<file path="config.mk">
export PLATFORM = sky130hd
export DESIGN_NAME = ref_row_fetcher
export DESIGN_NICKNAME = d
export VERILOG_FILES = /design/src/rtl/interp_pkg.sv /design/src/rtl/row_aligner.sv /design/src/rtl/ref_row_fetcher.sv
export SDC_FILE = /design/constraint.sdc
export NUM_CORES = 1
export LEC_CHECK = 0
export BUFFER_PORTS_ARGS = -buffer_cell sky130_fd_sc_hd__buf_2
export CAP_MARGIN = 20
export CORE_UTILIZATION = 51
export DETAILED_ROUTE_END_ITERATION = 7
export GPL_TIMING_DRIVEN = 0
export PLACE_DENSITY = 0.72
export SLEW_MARGIN = 0
export SYNTH_ARGS = -nofsm -noshare
export SYNTH_HDL_FRONTEND = slang
export SYNTH_SLANG_ARGS = --single-unit
</file>
<file path="constraint.sdc">
create_clock -name clk -period 13.8 [get_ports clk]
set_input_delay 2.07 -clock clk [delete_from_list [all_inputs] [get_ports clk]]
set_output_delay 2.07 -clock clk [all_outputs]
set_load 0.1 [all_outputs]
</file>
<file path="src/rtl/interp_pkg.sv">
`default_nettype none
// ============================================================================
// Module   : interp_pkg
// Brief    : Shared widths and fetcher state encoding for the interpolation path.
// Revision : 1.0
// ============================================================================
package interp_pkg;

    localparam int PIX_W         = 8;
    localparam int ROW_PIX       = 15;
    localparam int ROW_W         = PIX_W * ROW_PIX;
    localparam int WORD_W        = 64;
    localparam int WORDS_PER_ROW = 3;
    // Highest byte offset (7) plus one row: the only part of a 3-word line a row can reach.
    localparam int ALIGN_IN_W    = ROW_W + 7 * PIX_W;

    typedef enum logic [1:0] {
        FS_IDLE = 2'd0,
        FS_REQ  = 2'd1,
        FS_WAIT = 2'd2,
        FS_EMIT = 2'd3
    } fetch_state_e;

endpackage
`default_nettype wire

</file>
<file path="src/rtl/row_aligner.sv">
`default_nettype none
// ============================================================================
// Module   : row_aligner
// Brief    : Combinational byte shifter picking a 15-pixel row out of three words.
// Revision : 1.0
// ============================================================================
module row_aligner
    import interp_pkg::*;
(
    input  logic [ALIGN_IN_W-1:0] i_words,
    input  logic [2:0]            i_off,
    output logic [ROW_W-1:0]      o_row
);

    logic [ROW_W-1:0] w_cand [8];

    for (genvar g = 0; g < 8; g++) begin : g_off
        assign w_cand[g] = i_words[g*PIX_W +: ROW_W];
    end

    assign o_row = w_cand[i_off];

endmodule
`default_nettype wire

</file>
<file path="src/rtl/ref_row_fetcher.sv">
`default_nettype none
// ============================================================================
// Module   : ref_row_fetcher
// Brief    : Fetches a 15x15 luma reference block, one byte-aligned row per handshake.
// Revision : 1.0
// ============================================================================
module ref_row_fetcher
    import interp_pkg::*;
#(
    parameter int ADDR_W   = 24,
    parameter int ROWS     = 15,
    parameter int STRIDE_W = 16
) (
    input  logic                clk,
    input  logic                rst,
    input  logic                start,
    input  logic [ADDR_W-1:0]   base_addr,
    input  logic [STRIDE_W-1:0] stride,
    output logic                busy,
    output logic                done,
    output logic                mem_req,
    output logic [ADDR_W-4:0]   mem_addr,
    input  logic                mem_ack,
    input  logic                mem_rvalid,
    input  logic [WORD_W-1:0]   mem_rdata,
    output logic [ROW_W-1:0]    row_out,
    output logic                row_valid,
    input  logic                row_ready,
    output logic [3:0]          row_idx
);

    localparam int         WA_W       = ADDR_W - 3;
    localparam logic [1:0] c_ST_IDLE  = FS_IDLE;
    localparam logic [1:0] c_ST_REQ   = FS_REQ;
    localparam logic [1:0] c_ST_WAIT  = FS_WAIT;
    localparam logic [1:0] c_ST_EMIT  = FS_EMIT;
    localparam logic [3:0] c_LAST_ROW = 4'(ROWS - 1);
    localparam logic [1:0] c_LAST_K   = 2'(WORDS_PER_ROW - 1);

    logic [1:0]          r_state;
    logic [ADDR_W-1:0]   r_line_addr;
    logic [STRIDE_W-1:0] r_stride;
    logic [3:0]          r_row_cnt;
    logic [1:0]          r_word_k;
    logic [WORD_W-1:0]   r_w0;
    logic [WORD_W-1:0]   r_w1;
    logic [ROW_W-1:0]    r_row_out;
    logic                r_row_valid;
    logic                r_done;
    logic [ROW_W-1:0]    w_aligned;

    // The third word is aligned straight off the bus so the row register loads on its rvalid.
    row_aligner u_row_aligner (
        .i_words ({mem_rdata[ALIGN_IN_W-2*WORD_W-1:0], r_w1, r_w0}),
        .i_off   (r_line_addr[2:0]),
        .o_row   (w_aligned)
    );

    assign mem_req   = (r_state == c_ST_REQ);
    assign mem_addr  = r_line_addr[ADDR_W-1:3] + WA_W'(r_word_k);
    assign busy      = (r_state != c_ST_IDLE);
    assign done      = r_done;
    assign row_out   = r_row_out;
    assign row_valid = r_row_valid;
    assign row_idx   = r_row_cnt;

    always_ff @(posedge clk or posedge rst) begin
        if (rst) begin
            r_state     <= c_ST_IDLE;
            r_line_addr <= '0;
            r_stride    <= '0;
            r_row_cnt   <= '0;
            r_word_k    <= '0;
            r_w0        <= '0;
            r_w1        <= '0;
            r_row_out   <= '0;
            r_row_valid <= 1'b0;
            r_done      <= 1'b0;
        end else begin
            r_done <= 1'b0;
            case (r_state)
                c_ST_IDLE: begin
                    // A start coinciding with the done pulse is dropped.
                    if (start && !r_done) begin
                        r_line_addr <= base_addr;
                        r_stride    <= stride;
                        r_row_cnt   <= '0;
                        r_word_k    <= '0;
                        r_state     <= c_ST_REQ;
                    end
                end
                c_ST_REQ: begin
                    if (mem_ack) begin
                        r_state <= c_ST_WAIT;
                    end
                end
                c_ST_WAIT: begin
                    if (mem_rvalid) begin
                        if (r_word_k == 2'd0) begin
                            r_w0 <= mem_rdata;
                        end
                        if (r_word_k == 2'd1) begin
                            r_w1 <= mem_rdata;
                        end
                        if (r_word_k < c_LAST_K) begin
                            r_word_k <= r_word_k + 2'd1;
                            r_state  <= c_ST_REQ;
                        end else begin
                            r_row_out   <= w_aligned;
                            r_row_valid <= 1'b1;
                            r_state     <= c_ST_EMIT;
                        end
                    end
                end
                c_ST_EMIT: begin
                    if (row_ready) begin
                        r_row_valid <= 1'b0;
                        if (r_row_cnt == c_LAST_ROW) begin
                            r_done  <= 1'b1;
                            r_state <= c_ST_IDLE;
                        end else begin
                            r_row_cnt   <= r_row_cnt + 4'd1;
                            r_line_addr <= r_line_addr + ADDR_W'(r_stride);
                            r_word_k    <= '0;
                            r_state     <= c_ST_REQ;
                        end
                    end
                end
                default: begin
                    r_state <= c_ST_IDLE;
                end
            endcase
        end
    end

endmodule
`default_nettype wire
</file>
==> impl_results.md <==
* FP Rows at 67
* Outcome: finished, final reports clean
* # port buffers at 258
* Period Utilization, post-route at 0.4035
* CTS root buffer: clkbuf_16
* 1st-pass router iterations at 5
* Post-synth net total at 1786
* Setup Buffers After CTS at 0
* Asr flop ratio synth at 1.000
* Fmax at 179.6 MHz
* Initial cell density of the core at 0.5164
* Crit-path max FO at 7
* # fillers at 2858
* Synth area leaders: dfrtp_1 (43%), mux2i_1 (13%), mux2_2 (9.3%)
* Cts hold-fix bufs at 0
* Launching point of the worst reg2reg path: r_line_addr[1]$_DFFE_PP0P_
* Min-Delay Endpoint: row_out[103]$_DFFE_PP0P_
* Layout cells sized above 1 at 0.2703
* Max-slew violations at 0
* Detail Route Antenna Nets at 0
* Antenna violations before repair at 2
* Core area at 33450 sq um
* Iteration-0 DRC Markers at 1569
* Worst EP arrival at 3500 ps
* Worst r2r path cells at 13
* Worst Setup Start Kind: flip-flop
* Sequential cell area fraction in the yosys report at 0.4317
* Worst slew pin tran at 988.9 ps
* Post_cts resized at 0
* Max-cap viol count at 0
* Placed inst area at 19190 sq um
* Worst Clk Skew at 28.38 ps
* Post-synth EDFFs at 0
* Vias in the first global route at 14504
* Critical path type: flip-flop to output pin
* Total CTS buffers at 34
* Final hold vios at 0
* Seq cells post-synth at 298
* Min-Delay Path Class: flip-flop to flip-flop
* Cell taking the most area after synthesis: dfrtp_1
* DIE AREA at 34610 sq um
* Syn-to-layout area delta at 17.82%
* Cell area after layout at 20350 sq um
* Bufs on Longest Clock Path at 3
* Post-synth top area share at 0.4317
* Hold path depth at 2
* Main synth FF type: dfrtp_1
* Post-DP HPWL at 55800 microns
* Vias at 15324
* Netlist Area Pre-Place at 17270 sq um
* TritonCTS Sinks at 298
* RSZ-0062 raised after global routing: no
* DRT Wirelength at 69380 microns
* CTS clk-pin slew, worst paths at 60 ps
* Syn Inst Count at 1652
* Finish-stage setup viols at 0
* R2r endpoint: r_line_addr[20]$_DFFE_PP0P_
* Post-synthesis average cell area at 10.46 sq um
* Worst path required time at 11730 ps
* Worst Setup End Kind: output pin
* Post-route setup TNS at 0 ps
* CTS tree: built
* Max_slew headroom at 0.3219
* First-pass GRT wire length at 98500 microns
* Worst-Skew Late Latency at 540 ps
* Die X-Extent at 186.0 microns
* Overall Global Routing Usage at 0.4057
* Tmin final at 5568 ps
* Hold Path Origin: row_out[103]$_DFFE_PP0P_
* GPL Wtd Cong at 1.084
* CTS H-tree depth at 2
* Pin count of the biggest net entering global routing at 129
* Die height at 186.0 microns
* I/O Pins at 259
* DR WL/cell at 28.64 microns
* Avg Vias per Cell at 6.327
* Total global routing overflow at 0
* Synth warnings at 0
* R2r setup slk at 9290 ps
* Residual DRC at 0
* Final net count at 2082
* Unique masters post-synth at 55
per-stage QoR:
step                      worst slack, ps  hold slack [ps]  instances  utilization
after CTS                            8281            478.4       2420       0.6083
final                                8232            474.6       2422       0.6084
after floorplan                      3497            478.7       1652            -
after detailed placement             8825            466.9       2360       0.5736
after global routing                 8056            495.6       2420       0.6083
after global placement              436.4            457.4       2358       0.5718
worst max path at each step:
| stage | depth (start not counted) | endpoint | startpoint |
|---|---|---|---|
| 2_1_floorplan | 1 | done$_DFF_PP0_ | rst |
| 3_3_place_gp | 2 | row_out[86]$_DFFE_PP0P_ | rst |
| 3_5_place_dp | 9 | mem_addr[20] | r_word_k[1]$_DFFE_PP0P_ |
| 4_1_cts | 9 | mem_addr[20] | r_word_k[1]$_DFFE_PP0P_ |
| 5_1_grt | 10 | mem_addr[17] | r_word_k[1]$_DFFE_PP0P_ |
| 6_report | 9 | mem_addr[20] | r_word_k[1]$_DFFE_PP0P_ |
Yosys cell counts, types with 24 or more instances:
cell and count:
buf_2 24, o21ai_0 134, nor2b_1 60, a211oi_1 39, a21oi_1 93, and2_1 27
mux2i_1 220, mux4_2 42, clkbuf_1 81, mux2_2 143, nand2_1 234, dfrtp_1 298
nor2_1 38
metal layers:
layer | vias to the layer above | GRT usage | part of all wire
met4 | 2 | 0.1525 | 0.043
met3 | 188 | 0.1158 | 0.11
li1 | 6554 | - | -
met1 | 7649 | 0.5663 | 0.42
met2 | 931 | 0.5952 | 0.43
met5 | - | 0 | 0.00019
sequential cells by signal (all words and copies together) (netlist names):
| register | flops |
|---|---|
| row_out | 120 |
| r_w0 | 64 |
| r_w1 | 64 |
| r_line_addr | 24 |
| r_stride | 16 |
| row_idx | 4 |
| r_state | 2 |
| r_word_k | 2 |
| done | 1 |
| row_valid | 1 |
cell type report:
cell class,instances,area [sq um],share of cell area
plain buffers,117,469.2,0.02306
diodes,2,5.005,0.0002459
flip-flops and latches,298,7457,0.3664
multi-input cells,1219,9279,0.4559
clock inverters,19,231.5,0.01137
inverters,18,75.07,0.003689
repair buffers,260,1346,0.06615
clock buffers,41,927.1,0.04556
well taps,448,560.5,0.02754
cells in the final DEF (no fill, tap or decap), types with 8 or more instances in the layout:
cell type,count
nor3_1,15
dfrtp_1,298
o31ai_1,17
nor2b_1,60
clkbuf_16,34
nor2_1,38
mux2_2,143
a21o_1,8
o21ai_0,134
mux2i_1,220
mux4_2,42
a21oi_1,93
clkbuf_1,83
nand3_1,8
a31oi_1,21
inv_1,16
buf_1,12
xor2_1,14
and2_1,27
ha_1,22
buf_2,282
xnor2_1,17
a211oi_1,39
nand2_1,234
worst max-delay path: stages, from the launching register on:
cell     delay, ps
dfrtp_1        520
inv_1          220
fa_1           480
nor2_1         180
nand3_1        200
nor2_1         270
and4_1         350
nand4_1        140
xnor2_1        150
buf_2          440
logic make-up after synthesis:
group | share of synthesized area
adder cells (fa/ha/maj) | 0.01825
flip-flops | 0.4317
AND/OR/NAND/NOR | 0.1087
AO/OA/AOI/OAI | 0.1191
buffers and inverters | 0.03108
XOR/XNOR | 0.01572
multiplexers | 0.2755
Power is left out: the tool's default activity adds up to more than one toggle a clock period on the data nets, which glitch-free logic cannot reach.
